$ cat config.mk
export PLATFORM = sky130hd
export DESIGN_NAME = uart_tx_scheduler_flat
export DESIGN_NICKNAME = d
export VERILOG_FILES = /design/src/rtl/uart_tx_scheduler_if.sv /design/src/rtl/uart_tx_scheduler.sv /design/src/flat_wrapper.sv
export SDC_FILE = /design/constraint.sdc
export NUM_CORES = 1
export LEC_CHECK = 0
export ABC_CLOCK_PERIOD_IN_PS = 2570
export CAP_MARGIN = 40
export CORE_MARGIN = 4
export CORE_UTILIZATION = 40
export CTS_CLUSTER_SIZE = 14
export DETAILED_ROUTE_END_ITERATION = 10
export PLACE_DENSITY = 0.87
export SLEW_MARGIN = 40
export SYNTH_ARGS = -nofsm -noshare
export SYNTH_HDL_FRONTEND = slang
export SYNTH_SLANG_ARGS = --single-unit
$ cat constraint.sdc
create_clock -name clock -period 2.57 [get_ports clock]
set_input_delay 0.514 -clock clock [delete_from_list [all_inputs] [get_ports clock]]
set_output_delay 0.514 -clock clock [all_outputs]
set_load 0.005 [all_outputs]
$ cat src/rtl/uart_tx_scheduler_if.sv
// Requester/serializer bundle for the UART transmit scheduler.
// The scheduler attaches as slave; requesters and the serializer model attach as master.
interface uart_tx_scheduler_if;
    logic [2:0]  i_req;
    logic [2:0]  i_mode;
    logic [95:0] i_words;
    logic [23:0] i_bytes;
    logic        i_tx_done;
    logic [2:0]  o_ack;
    logic [2:0]  o_err;
    logic [1:0]  o_grant;
    logic        o_busy;
    logic        o_tx_enable;
    logic        o_tx_mode;
    logic [31:0] o_tx_word;
    logic [7:0]  o_tx_byte;

    modport master (
        output i_req, i_mode, i_words, i_bytes, i_tx_done,
        input  o_ack, o_err, o_grant, o_busy, o_tx_enable,
        input  o_tx_mode, o_tx_word, o_tx_byte
    );

    modport slave (
        input  i_req, i_mode, i_words, i_bytes, i_tx_done,
        output o_ack, o_err, o_grant, o_busy, o_tx_enable,
        output o_tx_mode, o_tx_word, o_tx_byte
    );
endinterface

$ cat src/rtl/uart_tx_scheduler.sv
// Round-robin scheduler that hands one of three requesters' byte/word payloads
// to a serializer, waits for done (or a timeout) and reports ack/err.
module uart_tx_scheduler #(
    parameter int unsigned TIMEOUT_CYCLES = 2000000
) (
    input  logic              clock,
    input  logic              reset,
    uart_tx_scheduler_if.slave bus
);

    typedef enum logic [1:0] {
        IDLE      = 2'd0,
        LAUNCH    = 2'd1,
        WAIT_DONE = 2'd2,
        RELEASE   = 2'd3
    } state_t;

    localparam logic [31:0] TIMEOUT_LAST = 32'(TIMEOUT_CYCLES - 1);

    state_t      state;
    logic [1:0]  last;
    logic [31:0] wait_count;
    logic [5:0]  order;
    logic [1:0]  winner;
    logic        winner_valid;

    // Priority order starts just after the last served requester; scanning from
    // lowest to highest priority lets the highest-priority match win.
    always_comb begin
        order = {2'd2, 2'd1, 2'd0};
        case (last)
            2'd0:    order = {2'd0, 2'd2, 2'd1};
            2'd1:    order = {2'd1, 2'd0, 2'd2};
            default: order = {2'd2, 2'd1, 2'd0};
        endcase
        winner       = order[1:0];
        winner_valid = 1'b0;
        for (int k = 2; k >= 0; k--) begin
            if (bus.i_req[order[2*k +: 2]]) begin
                winner       = order[2*k +: 2];
                winner_valid = 1'b1;
            end
        end
    end

    // Payload is captured at grant time so later i_req/i_words changes cannot
    // disturb the transfer in flight.
    always_ff @(posedge clock or posedge reset) begin
        if (reset) begin
            state           <= IDLE;
            last            <= 2'd2;
            wait_count      <= 32'd0;
            bus.o_ack       <= 3'b000;
            bus.o_err       <= 3'b000;
            bus.o_grant     <= 2'd0;
            bus.o_busy      <= 1'b0;
            bus.o_tx_enable <= 1'b0;
            bus.o_tx_mode   <= 1'b0;
            bus.o_tx_word   <= 32'd0;
            bus.o_tx_byte   <= 8'd0;
        end else begin
            bus.o_ack       <= 3'b000;
            bus.o_err       <= 3'b000;
            bus.o_tx_enable <= 1'b0;
            case (state)
                IDLE: begin
                    if (winner_valid) begin
                        bus.o_grant     <= winner;
                        bus.o_tx_mode   <= bus.i_mode[winner];
                        bus.o_tx_word   <= bus.i_words[32*winner +: 32];
                        bus.o_tx_byte   <= bus.i_bytes[8*winner +: 8];
                        bus.o_tx_enable <= 1'b1;
                        bus.o_busy      <= 1'b1;
                        state           <= LAUNCH;
                    end
                end
                LAUNCH: begin
                    wait_count <= 32'd0;
                    state      <= WAIT_DONE;
                end
                WAIT_DONE: begin
                    if (bus.i_tx_done) begin
                        bus.o_ack <= 3'b001 << bus.o_grant;
                        last      <= bus.o_grant;
                        state     <= RELEASE;
                    end else if (wait_count == TIMEOUT_LAST) begin
                        bus.o_err  <= 3'b001 << bus.o_grant;
                        last       <= bus.o_grant;
                        bus.o_busy <= 1'b0;
                        state      <= IDLE;
                    end else begin
                        wait_count <= wait_count + 32'd1;
                    end
                end
                RELEASE: begin
                    if (!bus.i_tx_done) begin
                        bus.o_busy <= 1'b0;
                        state      <= IDLE;
                    end
                end
                default: state <= IDLE;
            endcase
        end
    end

endmodule
$ cat src/flat_wrapper.sv
// flat-port wrapper written by rule: the top's interface ports become plain ports
module uart_tx_scheduler_flat 
#(
    parameter int unsigned TIMEOUT_CYCLES = 2000000
)
  (clock, reset, bus_i_req, bus_i_mode, bus_i_words, bus_i_bytes, bus_i_tx_done, bus_o_ack, bus_o_err, bus_o_grant, bus_o_busy, bus_o_tx_enable, bus_o_tx_mode, bus_o_tx_word, bus_o_tx_byte);
  uart_tx_scheduler_if bus_i ();
  input  logic clock;
  input  logic reset;
  input wire logic [$bits(bus_i.i_req)-1:0] bus_i_req;
  input wire logic [$bits(bus_i.i_mode)-1:0] bus_i_mode;
  input wire logic [$bits(bus_i.i_words)-1:0] bus_i_words;
  input wire logic [$bits(bus_i.i_bytes)-1:0] bus_i_bytes;
  input wire logic [$bits(bus_i.i_tx_done)-1:0] bus_i_tx_done;
  output wire logic [$bits(bus_i.o_ack)-1:0] bus_o_ack;
  output wire logic [$bits(bus_i.o_err)-1:0] bus_o_err;
  output wire logic [$bits(bus_i.o_grant)-1:0] bus_o_grant;
  output wire logic [$bits(bus_i.o_busy)-1:0] bus_o_busy;
  output wire logic [$bits(bus_i.o_tx_enable)-1:0] bus_o_tx_enable;
  output wire logic [$bits(bus_i.o_tx_mode)-1:0] bus_o_tx_mode;
  output wire logic [$bits(bus_i.o_tx_word)-1:0] bus_o_tx_word;
  output wire logic [$bits(bus_i.o_tx_byte)-1:0] bus_o_tx_byte;
  assign bus_i.i_req = bus_i_req;
  assign bus_i.i_mode = bus_i_mode;
  assign bus_i.i_words = bus_i_words;
  assign bus_i.i_bytes = bus_i_bytes;
  assign bus_i.i_tx_done = bus_i_tx_done;
  assign bus_o_ack = bus_i.o_ack;
  assign bus_o_err = bus_i.o_err;
  assign bus_o_grant = bus_i.o_grant;
  assign bus_o_busy = bus_i.o_busy;
  assign bus_o_tx_enable = bus_i.o_tx_enable;
  assign bus_o_tx_mode = bus_i.o_tx_mode;
  assign bus_o_tx_word = bus_i.o_tx_word;
  assign bus_o_tx_byte = bus_i.o_tx_byte;
  uart_tx_scheduler #(.TIMEOUT_CYCLES(TIMEOUT_CYCLES)) u_core (.clock(clock), .reset(reset), .bus(bus_i));
endmodule
; ---- Word level (Yosys, flattened, before mapping)
; Index checks and enable logic that the tools add are counted.
[op_classes]
mux = 37
bitwise = 0
eq_ne = 11
n_addsub = 1
mul = 0
div = 0
n_shift = 3
n_lt_le_gt_ge = 4
reduce_logical = 10
[op_table]
columns = op, count
row1 = $shiftx 96x8->32, 1
row2 = $mux 32, 2
row3 = $pmux 32 s2, 1
row4 = $add 32x1->32 const B, 1
row5 = $eq 32x21->1 const B, 1
row6 = $shiftx 24x6->8, 1
row7 = $mux 2, 9
row8 = $mux 3, 5
row9 = $mux 1, 13
row10 = $lt 2x3->1 const B, 4
row11 = $pmux 6 s2, 1
row12 = $bmux 1 s2, 4
row13 = $pmux 2 s4, 1
row14 = $ne 2x2->1 const B, 3
row15 = $reduce_and 3->1, 2
row16 = $reduce_and 5->1, 1
row17 = $eq 2x1->1 const B, 2
row18 = $eq 2x2->1 const B, 2
row19 = $logic_not 2->1, 2
row20 = $ne 2x1->1 const B, 2
row21 = $reduce_and 2->1, 2
row22 = $reduce_bool 2->1, 2
row23 = $ne 3x2->1 const B, 1
row24 = $pmux 1 s3, 1
row25 = other kinds (2), 2
[word_totals]
mem_bits_rw = 0
ff_bits = 87
input_bits = 129
word_cells = 77
rom_bits = 0
memories = 0
latch_bits = 0

; ---- Longest topological paths before layout
[logic_depth]
depth_word = 9
mapped_depth = 9

; ---- Least setup slack after synthesis
; Ideal clock, no wire load.
[synth_path]
kind = register to register
start = register u_core.wait_count[0]
end = register u_core.last[0]
setup_slack_ns = 0.434
t_required_ns = 2.445
arrival_time_ns = 2.012
path_buffers = 1
path_stages_with_launch = 8
setup_time_ns = 0.125
synth_period_minus_slack_ns = 2.136
cell_sequence = dfrtp_1 -> ha_1 -> nand4_1 -> or2_2 -> clkbuf_1 -> nor4_4 -> o21a_1 -> mux2_2
[synth_between]
elab_chain_cells = 3
[synth_rtl]
columns = item, line
row1 = "start, declared", uart_tx_scheduler.sv:22  ; logic [31:0] wait_count;
row2 = "start signal, assigned", uart_tx_scheduler.sv:92  ; wait_count <= wait_count + 32'd1;
row3 = $eq 32x21->1, uart_tx_scheduler.sv:86  ; end else if (wait_count == TIMEOUT_LAST) begin
row4 = $reduce_bool 2->1 (no source line), --
row5 = $reduce_and 2->1 (no source line), --
row6 = "end signal, assigned", uart_tx_scheduler.sv:84  ; last <= bus.o_grant;
row7 = "end signal, assigned", uart_tx_scheduler.sv:88  ; last <= bus.o_grant;
row8 = "end, declared", uart_tx_scheduler.sv:21  ; logic [1:0] last;
; Every way passes these cells.
; A chain may end at the register's enable or synchronous reset.

; ---- Worst setup path in the final report
[layout_path]
start = input bus_i_req[0]
end = register u_core.bus.o_tx_word[2]
[layout_between]
elab_chain_cells = 6
word_cells_on_any_way = 14
[layout_rtl]
columns = item, line
row1 = "start, declared", flat_wrapper.sv:10  ; input wire logic [$bits(bus_i.i_req)-1:0] bus_i_req;
row2 = $bmux 1 s2, uart_tx_scheduler.sv:39  ; if (bus.i_req[order[2*k +: 2]]) begin
row3 = $mux 1 (not written as such), uart_tx_scheduler.sv:39
row4 = $mux 2 or $mux 1 (tied branches) (3 in a row), uart_tx_scheduler.sv:39
row5 = $shiftx 96x8->32 or $reduce_and 2->1 (tied branches), --
row6 = "end signal, assigned", uart_tx_scheduler.sv:70  ; bus.o_tx_word <= bus.i_words[32*winner +: 32];
row7 = "end, declared", uart_tx_scheduler_if.sv:27  ; output o_tx_mode, o_tx_word, o_tx_byte
; Several ways; a longest one is shown, not always the timed one. The select of a mux whose other input is x is not followed.

==> impl_metrics.env <==
export IMPL_status="finished clean"
export IMPL_wl_met1_um=5050
export IMPL_routed_wl_um=13800
export IMPL_start_util_pct=41.3
export IMPL_vdd_drop_max_mv=0.401
export IMPL_placed_area_mm2=0.00657
export IMPL_grt_pass1_wl_um=22300
export IMPL_fmaxAchievable_mhz=431
export IMPL_clk_pin_slew_ns=0.06
export IMPL_ys_seq_area_share_pct=48.0
export IMPL_crit_path_end_kind="register"
export IMPL_slew_headroom_pct=48.7
export IMPL_synthFlopType="dfrtp_1"
export IMPL_fin_cells=801
export IMPL_placementRows=38
export IMPL_hold_path_class="register to register"
export IMPL_antenna_found_initial=0
export IMPL_ioPinCount=180
export IMPL_rsz0062_at_grt="no"
export IMPL_cts_root_buf="clkbuf_16"
export IMPL_multi_input_area_mm2=0.00209
export IMPL_async_flop_share_pct=100
export IMPL_vias=4378
export IMPL_htree_levels=3
export IMPL_hold_ws_ns=0.489
export IMPL_die_x_um=114
export IMPL_cts_tree="done"
export IMPL_synthCells=471
export IMPL_synth_top_cell_area_share_pct=47.4
export IMPL_clock_sinks=87
export IMPL_fin_skew_ns=0.00411
export IMPL_drv_slew=0
export IMPL_tightest_slew_ns=0.769
export IMPL_synth_top_cell_by_area="dfrtp_1"
export IMPL_cp_max_fo=41
export IMPL_grt_overflow=0
export IMPL_dpl_hpwl_um=10500
export IMPL_setup_viol=0
export IMPL_met3_length_um=950
export IMPL_drt_iter0_markers=223
export IMPL_dieArea_mm2=0.0131
export IMPL_synth_nets=601
export IMPL_layout_common_cells="179 x clkdlybuf4s50_1, 86 x dfrtp_1, 71 x nand2_1"
export IMPL_avgSynthCellArea_um2=9.63
export IMPL_worstSetupStartpointType="input port"
export IMPL_required_ns=2.74
export IMPL_highest_layer="met4"
export IMPL_drtPass1Iterations=5
export IMPL_yosys_warnings=0
export IMPL_hold_violations=0
export IMPL_power_density_mw_per_mm2=834
export IMPL_ys_seq_elements=87
export IMPL_crit_arrival_ns=2.48
export IMPL_synth_edf_count=0
export IMPL_syn_cell_area_mm2=0.00454
export IMPL_nets=787
export IMPL_clock_path_buffers=2
export IMPL_fillCellCount=851
export IMPL_antennaDiodeCount=0
export IMPL_grt_max_degree=45
export IMPL_place_gp_congestion=0.872
export IMPL_drc=0
export IMPL_die_y_um=114
export IMPL_core_mm2=0.0110
export IMPL_final_common_cell="clkdlybuf4s50_1"
export IMPL_crit_type="input port to register"
export IMPL_fin_total_pwr_uw=5770
export IMPL_min_period_ns=2.32
export IMPL_grt_util_all_layers_pct=21.3
export IMPL_syn_to_final_growth_pct=52.5
export IMPL_dp_cells=781
export IMPL_p_leak_uw=0.00303
export IMPL_port_buffers=179
export IMPL_synth_area_top_cells="dfrtp_1 47%, mux2i_1 9.3%, o221ai_1 7.9%, nand2_1 5.9%, inv_1 3.8%"
export IMPL_ant_nets=0
export IMPL_wl_met2_um=7460
export IMPL_drive_gt1_share_pct=8.17
export IMPL_synthDistinctLibCells=45
export IMPL_vias_per_cell=5.47
export IMPL_wl_per_cell_um=17.2
export IMPL_final_cell_area_mm2=0.00692
export IMPL_hold_buffers=0
export IMPL_insertion_delay_ns=0.34
export IMPL_register_area_mm2=0.00218
export IMPL_drv_cap=0
export IMPL_grt_pass1_vias=4618
export IMPL_finalCritPeriodShare_pct=90.2
export IMPL_cts_buffers_inserted=9
## layer usage
metal  track usage (%)  vias to the layer above
met1              24.6                     2097
li1                  -                     2060
met2              38.3                      192
met5                 0                        -
met3              5.02                       29
met4              7.36                        0
## path summary, 6_finish.rpt
kind / startpoint / end / slack (ns) / cells after the start
max reg2reg: u_core.wait_count[0] / u_core.last[0] / 0.35 / 6
min in group asynchronous: reset / u_core.bus.o_err[1] / 0.54 / 2
min: u_core.bus.o_tx_byte[1] / u_core.bus.o_tx_byte[1] / 0.49 / 2
max in group asynchronous: reset / u_core.bus.o_tx_word[0] / 1.46 / 3
min reg2reg: u_core.bus.o_tx_byte[1] / u_core.bus.o_tx_byte[1] / 0.49 / 2
max: bus_i_req[0] / u_core.bus.o_tx_word[2] / 0.25 / 6
## power by group
part | leakage (uW) | internal [uW] | switching, uW
registers | 0.00114 | 1760 | 282
clock network | 0.000145 | 848 | 540
logic | 0.00175 | 1300 | 1040
total | 0.00303 | 3910 | 1860
## Yosys cell counts (all sizes together) (2+ instances only)
library cell / count
mux2: 2
xor2: 2
and2: 3
inv: 46
o21ai: 11
nand4: 9
xnor2: 7
nor4: 8
o211ai: 3
nor2: 24
nor3b: 3
nor2b: 2
buf: 15
or4: 6
a31o: 2
or2: 4
a21oi: 17
nand3b: 2
dfrtp: 86
or3: 8
and3: 2
nand2b: 4
clkbuf: 11
o31ai: 11
nand3: 12
o311ai: 2
nor3: 6
o221ai: 41
nand2: 71
mux2i: 42
o41ai: 2
## metrics by stage
stage	worst slack, ns	utilization, %	setup TNS [ns]
6_report	0.252	63.0	0
5_1_grt	0.0633	63.0	0
4_1_cts	0.119	62.6	0
3_5_place_dp	-0.115	59.8	-2.74
3_3_place_gp	0.0279	59.8	0
2_1_floorplan	0.434	-	0
## registers in the layout, indices dropped and copies added (netlist names)
register,cells
u_core.bus.o_ack,3
u_core.bus.o_busy,1
u_core.bus.o_err,3
u_core.bus.o_grant,2
u_core.bus.o_tx_byte,8
u_core.bus.o_tx_enable,1
u_core.bus.o_tx_mode,1
u_core.bus.o_tx_word,32
u_core.last,2
u_core.state,2
u_core.wait_count,32
## repair_timing
item / CTS / global route
endpoints found under the hold margin: 0 / 0
buffers inserted: 0 / 5
resized for setup: 0 / 0
endpoints found under the setup margin: 0 / 7
## critical path, cell delays in order
cell and delay (ns):
clkdlybuf4s50_1 0.51, nor3b_1 0.26, a21oi_1 0.06, o21ai_0 0.20, or2_2 0.66, o221ai_1 0.27
## kinds of logic after synthesis
family | Yosys count | share of synthesized area [%]
AND/OR/NAND/NOR | 167 | 18.5
AO/OA/AOI/OAI | 91 | 15.2
flip-flops | 87 | 48.0
buffers and inverters | 72 | 6.48
multiplexers | 44 | 9.77
XOR/XNOR | 9 | 1.74
adder cells (fa/ha/maj) | 1 | 0.276
## final cells by class
| class | count | share of cell area, % |
|---|---|---|
| Clock buffer | 10 | 3.31 |
| Clock inverter | 5 | 1.21 |
| Inverter | 46 | 2.55 |
| Multi-Input combinational cell | 312 | 30.2 |
| Sequential cell | 87 | 31.5 |
| Tap cell | 140 | 2.53 |
| Timing Repair Buffer | 201 | 28.7 |
(Power assumes the default switching activity.)
